$ cat src/rtl/sym_fir_stream.sv
// Symmetric even-length FIR: pre-adds mirrored taps, one MAC per clock, valid/ready in and out.
// Define FIR_SAT_EN to saturate the result to OUT_W bits instead of wrapping.
module sym_fir_stream #(
  parameter int DATA_W    = 8,
  parameter int COEF_W    = 4,
  parameter int HALF_TAPS = 4,
  parameter int OUT_W     = 16
) (
  input  logic                     clk,
  input  logic                     reset,
  input  logic                     s_valid,
  output logic                     s_ready,
  input  logic signed [DATA_W-1:0] s_data,
  input  logic                     coef_valid,
  output logic                     coef_ready,
  input  logic signed [COEF_W-1:0] coef_data,
  output logic                     m_valid,
  input  logic                     m_ready,
  output logic signed [OUT_W-1:0]  m_data
);

  localparam int N     = 2 * HALF_TAPS;
  localparam int K_W   = $clog2(HALF_TAPS);
  localparam int IDX_W = K_W + 1;
  localparam int ACC_W = DATA_W + 1 + COEF_W + K_W;

  localparam logic [K_W-1:0]   K_LAST   = K_W'(HALF_TAPS - 1);
  localparam logic [IDX_W-1:0] IDX_LAST = IDX_W'(N - 1);

  typedef enum logic [1:0] {IDLE, MAC, OUT} state_t;

  state_t                   r_state;
  state_t                   w_state_next;
  logic signed [DATA_W-1:0] r_buf  [N];
  logic signed [COEF_W-1:0] r_coef [HALF_TAPS];
  logic signed [ACC_W-1:0]  r_acc;
  logic [K_W-1:0]           r_k;
  logic                     r_m_valid;
  logic signed [OUT_W-1:0]  r_m_data;

  logic                     w_accept;
  logic                     w_coef_shift;
  logic                     w_last;
  logic                     w_done;
  logic [IDX_W-1:0]         w_idx_near;
  logic [IDX_W-1:0]         w_idx_far;
  logic signed [DATA_W-1:0] w_near;
  logic signed [DATA_W-1:0] w_far;
  logic signed [DATA_W:0]   w_pre;
  logic signed [ACC_W-1:0]  w_pre_ext;
  logic signed [ACC_W-1:0]  w_coef_ext;
  logic signed [ACC_W-1:0]  w_prod;
  logic signed [ACC_W-1:0]  w_acc_next;
  logic signed [OUT_W-1:0]  w_out;

  assign w_accept     = (r_state == IDLE) && s_valid && !coef_valid;
  assign w_coef_shift = (r_state == IDLE) && coef_valid;
  assign w_last       = (r_state == MAC) && (r_k == K_LAST);
  assign w_done       = (r_state == OUT) && m_ready;

  assign s_ready    = (r_state == IDLE) && !coef_valid;
  assign coef_ready = (r_state == IDLE);
  assign m_valid    = r_m_valid;
  assign m_data     = r_m_data;

  // Tap k pairs with its mirror N-1-k; both are sign-extended before the pre-add.
  assign w_idx_near = {1'b0, r_k};
  assign w_idx_far  = IDX_LAST - w_idx_near;
  assign w_near     = r_buf[w_idx_near];
  assign w_far      = r_buf[w_idx_far];
  assign w_pre      = {w_near[DATA_W-1], w_near} + {w_far[DATA_W-1], w_far};
  assign w_pre_ext  = {{(ACC_W-DATA_W-1){w_pre[DATA_W]}}, w_pre};
  assign w_coef_ext = {{(ACC_W-COEF_W){r_coef[r_k][COEF_W-1]}}, r_coef[r_k]};
  assign w_prod     = w_pre_ext * w_coef_ext;
  assign w_acc_next = r_acc + w_prod;

  // The result register is loaded from the final sum in the same cycle acc takes it.
  generate
    if (OUT_W > ACC_W) begin : g_out_ext
      assign w_out = {{(OUT_W-ACC_W){w_acc_next[ACC_W-1]}}, w_acc_next};
    end else if (OUT_W == ACC_W) begin : g_out_eq
      assign w_out = w_acc_next;
    end else begin : g_out_narrow
`ifdef FIR_SAT_EN
      localparam logic signed [ACC_W-1:0] SAT_MAX = {{(ACC_W-OUT_W+1){1'b0}}, {(OUT_W-1){1'b1}}};
      localparam logic signed [ACC_W-1:0] SAT_MIN = {{(ACC_W-OUT_W+1){1'b1}}, {(OUT_W-1){1'b0}}};
      always_comb begin
        w_out = w_acc_next[OUT_W-1:0];
        if (w_acc_next > SAT_MAX) begin
          w_out = SAT_MAX[OUT_W-1:0];
        end else if (w_acc_next < SAT_MIN) begin
          w_out = SAT_MIN[OUT_W-1:0];
        end
      end
`else
      assign w_out = w_acc_next[OUT_W-1:0];
`endif
    end
  endgenerate

  always_comb begin
    w_state_next = r_state;
    case (r_state)
      IDLE:    if (w_accept) w_state_next = MAC;
      MAC:     if (r_k == K_LAST) w_state_next = OUT;
      OUT:     if (m_ready) w_state_next = IDLE;
      default: w_state_next = IDLE;
    endcase
  end

  always_ff @(posedge clk) begin
    if (reset) begin
      r_state   <= IDLE;
      r_acc     <= '0;
      r_k       <= '0;
      r_m_valid <= 1'b0;
      r_m_data  <= '0;
      for (int i = 0; i < N; i++) r_buf[i] <= '0;
      for (int i = 0; i < HALF_TAPS; i++) r_coef[i] <= COEF_W'(1);
    end else begin
      r_state <= w_state_next;
      if (w_coef_shift) begin
        r_coef[0] <= coef_data;
        for (int i = 1; i < HALF_TAPS; i++) r_coef[i] <= r_coef[i-1];
      end
      if (w_accept) begin
        r_buf[0] <= s_data;
        for (int i = 1; i < N; i++) r_buf[i] <= r_buf[i-1];
        r_acc <= '0;
        r_k   <= '0;
      end
      if (r_state == MAC) begin
        r_acc <= w_acc_next;
        r_k   <= r_k + K_W'(1);
      end
      if (w_last) begin
        r_m_data  <= w_out;
        r_m_valid <= 1'b1;
      end
      if (w_done) begin
        r_m_valid <= 1'b0;
      end
    end
  end

endmodule

$ cat config.mk
export PLATFORM = sky130hd
export DESIGN_NAME = sym_fir_stream
export DESIGN_NICKNAME = d
export VERILOG_FILES = /design/src/rtl/sym_fir_stream.sv
export SDC_FILE = /design/constraint.sdc
export NUM_CORES = 1
export LEC_CHECK = 0
export CORE_MARGIN = 5
export CORE_UTILIZATION = 55
export DETAILED_ROUTE_END_ITERATION = 8
export GPL_TIMING_DRIVEN = 0
export PLACE_DENSITY = 0.74
export SETUP_SLACK_MARGIN = 0.05
export SLEW_MARGIN = 10
export SYNTH_ARGS = -nofsm -noshare
export SYNTH_HDL_FRONTEND = slang
export SYNTH_SLANG_ARGS = --single-unit
export TNS_END_PERCENT = 1
$ cat constraint.sdc
create_clock -name clk -period 6.7 [get_ports clk]
set_input_delay 1.34 -clock clk [delete_from_list [all_inputs] [get_ports clk]]
set_output_delay 1.34 -clock clk [all_outputs]
set_load 0.005 [all_outputs]
==> flow_metrics.tcl <==
set metrics [dict create \
    antenna_cells 0 \
    timing.hold.ws_ns 0.457 \
    seq_area_um2 3140 \
    ios 36 \
    max_freq_mhz 159 \
    cts.path.max_buffers 2 \
    grt_max_degree 65 \
    setup-tns-final_ns 0 \
    r2r_end "r_acc[14]$_SDFFE_PP0N_" \
    routed_wl_mm 13.2 \
    r2r_cells 22 \
    fin_util 0.651 \
    wl_per_cell_um 15.5 \
    chipWidth_um 123 \
    cts_inserted_buffers 17 \
    hpwl_mm 10.1 \
    mostFrequentLayoutCells "edfxtp_1 (80), and2_1 (67), inv_1 (67)" \
    firstDrtPassIters 4 \
    internal_power_uw 2100 \
    yosysWarnings 0 \
    p_seq_frac 0.252 \
    setup_viol 0 \
    port_buffers 35 \
    worstPathArrival_ns 6.60 \
    dieArea_um2 15000 \
    pwr-share-clk 0.236 \
    syn-cell-area_um2 6980 \
    syn_area_per_cell_um2 11.4 \
    hold-path-endpoint "m_data[0]$_SDFFE_PP0P_" \
    syn-num-nets 706 \
    drc 0 \
    grt_use_total 0.194 \
    floorplan.initialDensity 0.558 \
    drt_iter0_drc 221 \
    hold_viol 0 \
    max_cap_violations 0 \
    multi_input_area_um2 3520 \
    clock_skew_ns 0.00794 \
    min_from "m_data[0]$_SDFFE_PP0P_" \
    finalNetCount 761 \
    drive_gt1_frac 0.105 \
    crit_type "reg -> reg" \
    synthToLayoutAreaGrowth_pct 16.6 \
    finalCritPeriodShare 0.940 \
    timing.final.ws_setup_ns 0.403 \
    grt_pass1_wl_mm 22.4 \
    maxSlewHeadroom 0.454 \
    synth-main-ff-cell "edfxtp_1" \
    drv_slew 0 \
    vdd_drop_max_mv 0.192 \
    async_reset_ff_frac 0 \
    fillers 1003 \
    cp-end-kind "register" \
    holdCritPathClass "reg -> reg" \
    via_per_inst 5.33 \
    htree_levels 4 \
    clk_latency_ns 0.42 \
    rrSetupSlack_ns 0.40 \
    tightest_slew_ns 0.818 \
    cts_tree "done" \
    period_needed_ns 6.30 \
    dp_slack_ns -0.0259 \
    grt_pass1_vias 4752 \
    final_area_um2 8150 \
    cts-root-buf "clkbuf_16" \
    gp_congestion 0.868 \
    cts.reportedPaths.clkPinSlew_ns 0.06 \
    die_h_um 123 \
    powerDensity_nw_per_um2 427 \
    critPathMaxFanout 10 \
    ant_nets 0 \
    p_leak_uw 0.00331 \
    grt_antenna_before_repair 0 \
    switching_share 0.396 \
    synth_cell_types 50 \
    ys_seq_area_frac 0.450 \
    comb_power_share 0.512 \
    rsz0062_at_grt "yes" \
    synth-edff-count 80 \
    num_rows 41 \
    min_path_cells 2 \
    p_switching_uw 1380 \
    worstSetupStartpointType "register" \
    overflow 0 \
    layout_commonest_cell "edfxtp_1" \
    ys_seq_elements 117 \
    num_vias 4559 \
    fp.coreArea_um2 12500 \
    cts.sinks 117 \
    placed_area_um2 7560 \
    status "finished clean" \
    postSynthCellCount 615 \
    critPathRequiredTime_ns 7.00 \
    postCtsHoldBufs 0 \
]
## layout make-up
cell class / count / share of cell area
Multi-Input combinational cell: 408 / 0.433
Sequential cell: 117 / 0.386
Clock buffer: 17 / 0.0522
Timing Repair Buffer: 36 / 0.0439
Inverter: 67 / 0.0309
Tap cell: 172 / 0.0264
Clock inverter: 15 / 0.0141
Buffer: 23 / 0.0138
## worst max-delay path by stage
stage                  start                      to  slack [ns]  depth (start not counted)
CTS                 register  r_acc[14]$_SDFFE_PP0N_        0.09                         22
global placement    register  r_acc[14]$_SDFFE_PP0N_        0.08                         22
floorplan           register  r_acc[14]$_SDFFE_PP0N_        0.66                         22
finish              register  r_acc[14]$_SDFFE_PP0N_        0.40                         22
detailed placement  register  r_acc[14]$_SDFFE_PP0N_       -0.03                         22
global route        register  r_acc[14]$_SDFFE_PP0N_        0.05                         22
## kinds of logic (layout without fill, tap and decap cells)
kind of cell               after synthesis  after routing  share of synthesized area
buffers and inverters                   90            158                     0.0509
AOI/OAI and AO/OA                       93             93                     0.0892
DFF                                    117            117                      0.450
and+or+nand+nor                        188            188                      0.141
xor gates and xnor gates                25             25                     0.0314
muxes                                   28             28                     0.0695
adders and majority gates               74             74                      0.168
## critical path, cell delays in order, from the launching register on
cell	delay, ns
dfxtp_1	0.31
clkbuf_4	0.24
buf_6	0.20
mux4_2	0.53
ha_1	0.24
fa_1	0.47
a211oi_2	0.33
o2111ai_2	0.24
a21oi_4	0.27
inv_1	0.08
fa_1	0.59
inv_1	0.11
fa_1	0.54
inv_1	0.05
fa_1	0.52
inv_1	0.04
ha_1	0.36
nand3_1	0.10
a21oi_1	0.06
a221oi_2	0.32
a21oi_1	0.13
xnor2_1	0.16
a22o_2	0.27
## registers in the layout, indices dropped and copies added, names as in the netlist, named ones only
name and cells:
r_buf 64, m_valid 1, r_state 2, r_k 2
m_data 15, r_acc 15, r_coef 16
## power by group through the flow
stage	combinational, uW	clock (uW)	sequential (uW)
2_1_floorplan	1420	0	873
3_3_place_gp	1690	0	889
3_5_place_dp	1760	0	889
4_1_cts	1770	833	877
5_1_grt	2040	869	883
6_report	1780	821	877
## cells in the mapped netlist (8+ instances only)
master	number	area, um2
dfxtp_1	37	741
clkbuf_1	16	60.1
mux2i_1	8	80.1
a21o_1	8	60.1
xor2_1	8	70.1
a21oi_1	32	160
nand2_1	34	128
nor2_1	43	161
ha_1	41	513
and2_1	67	419
edfxtp_1	80	2400
mux4_2	16	360
o21ai_0	11	55.1
inv_1	67	251
nor2b_1	22	138
xnor2_1	17	149
fa_1	33	661
a22oi_1	9	67.6
## what timing repair did
| action | in CTS | in global routing |
|---|---|---|
| setup buffers | 0 | 1 |
| endpoints found under the setup margin | 2 | 10 |
| resized for setup | 1 | 10 |
| pin swaps | 0 | 5 |
## stage by stage
stage	cells	power (uW)
after floorplan	615	2300
after global placement	822	2580
after detailed placement	822	2650
after CTS	854	3480
after global routing	855	3790
final	855	3480
## layer usage
| layer | vias to the layer above | track usage | part of all wire |
|---|---|---|---|
| met2 | 102 | 0.333 | 0.50 |
| met4 | 0 | 0.0819 | 0.024 |
| met3 | 29 | 0.0456 | 0.047 |
| li1 | 2216 | - | - |
| met5 | - | 0 | 0 |
| met1 | 2212 | 0.234 | 0.43 |
(Power assumes the default switching activity.)
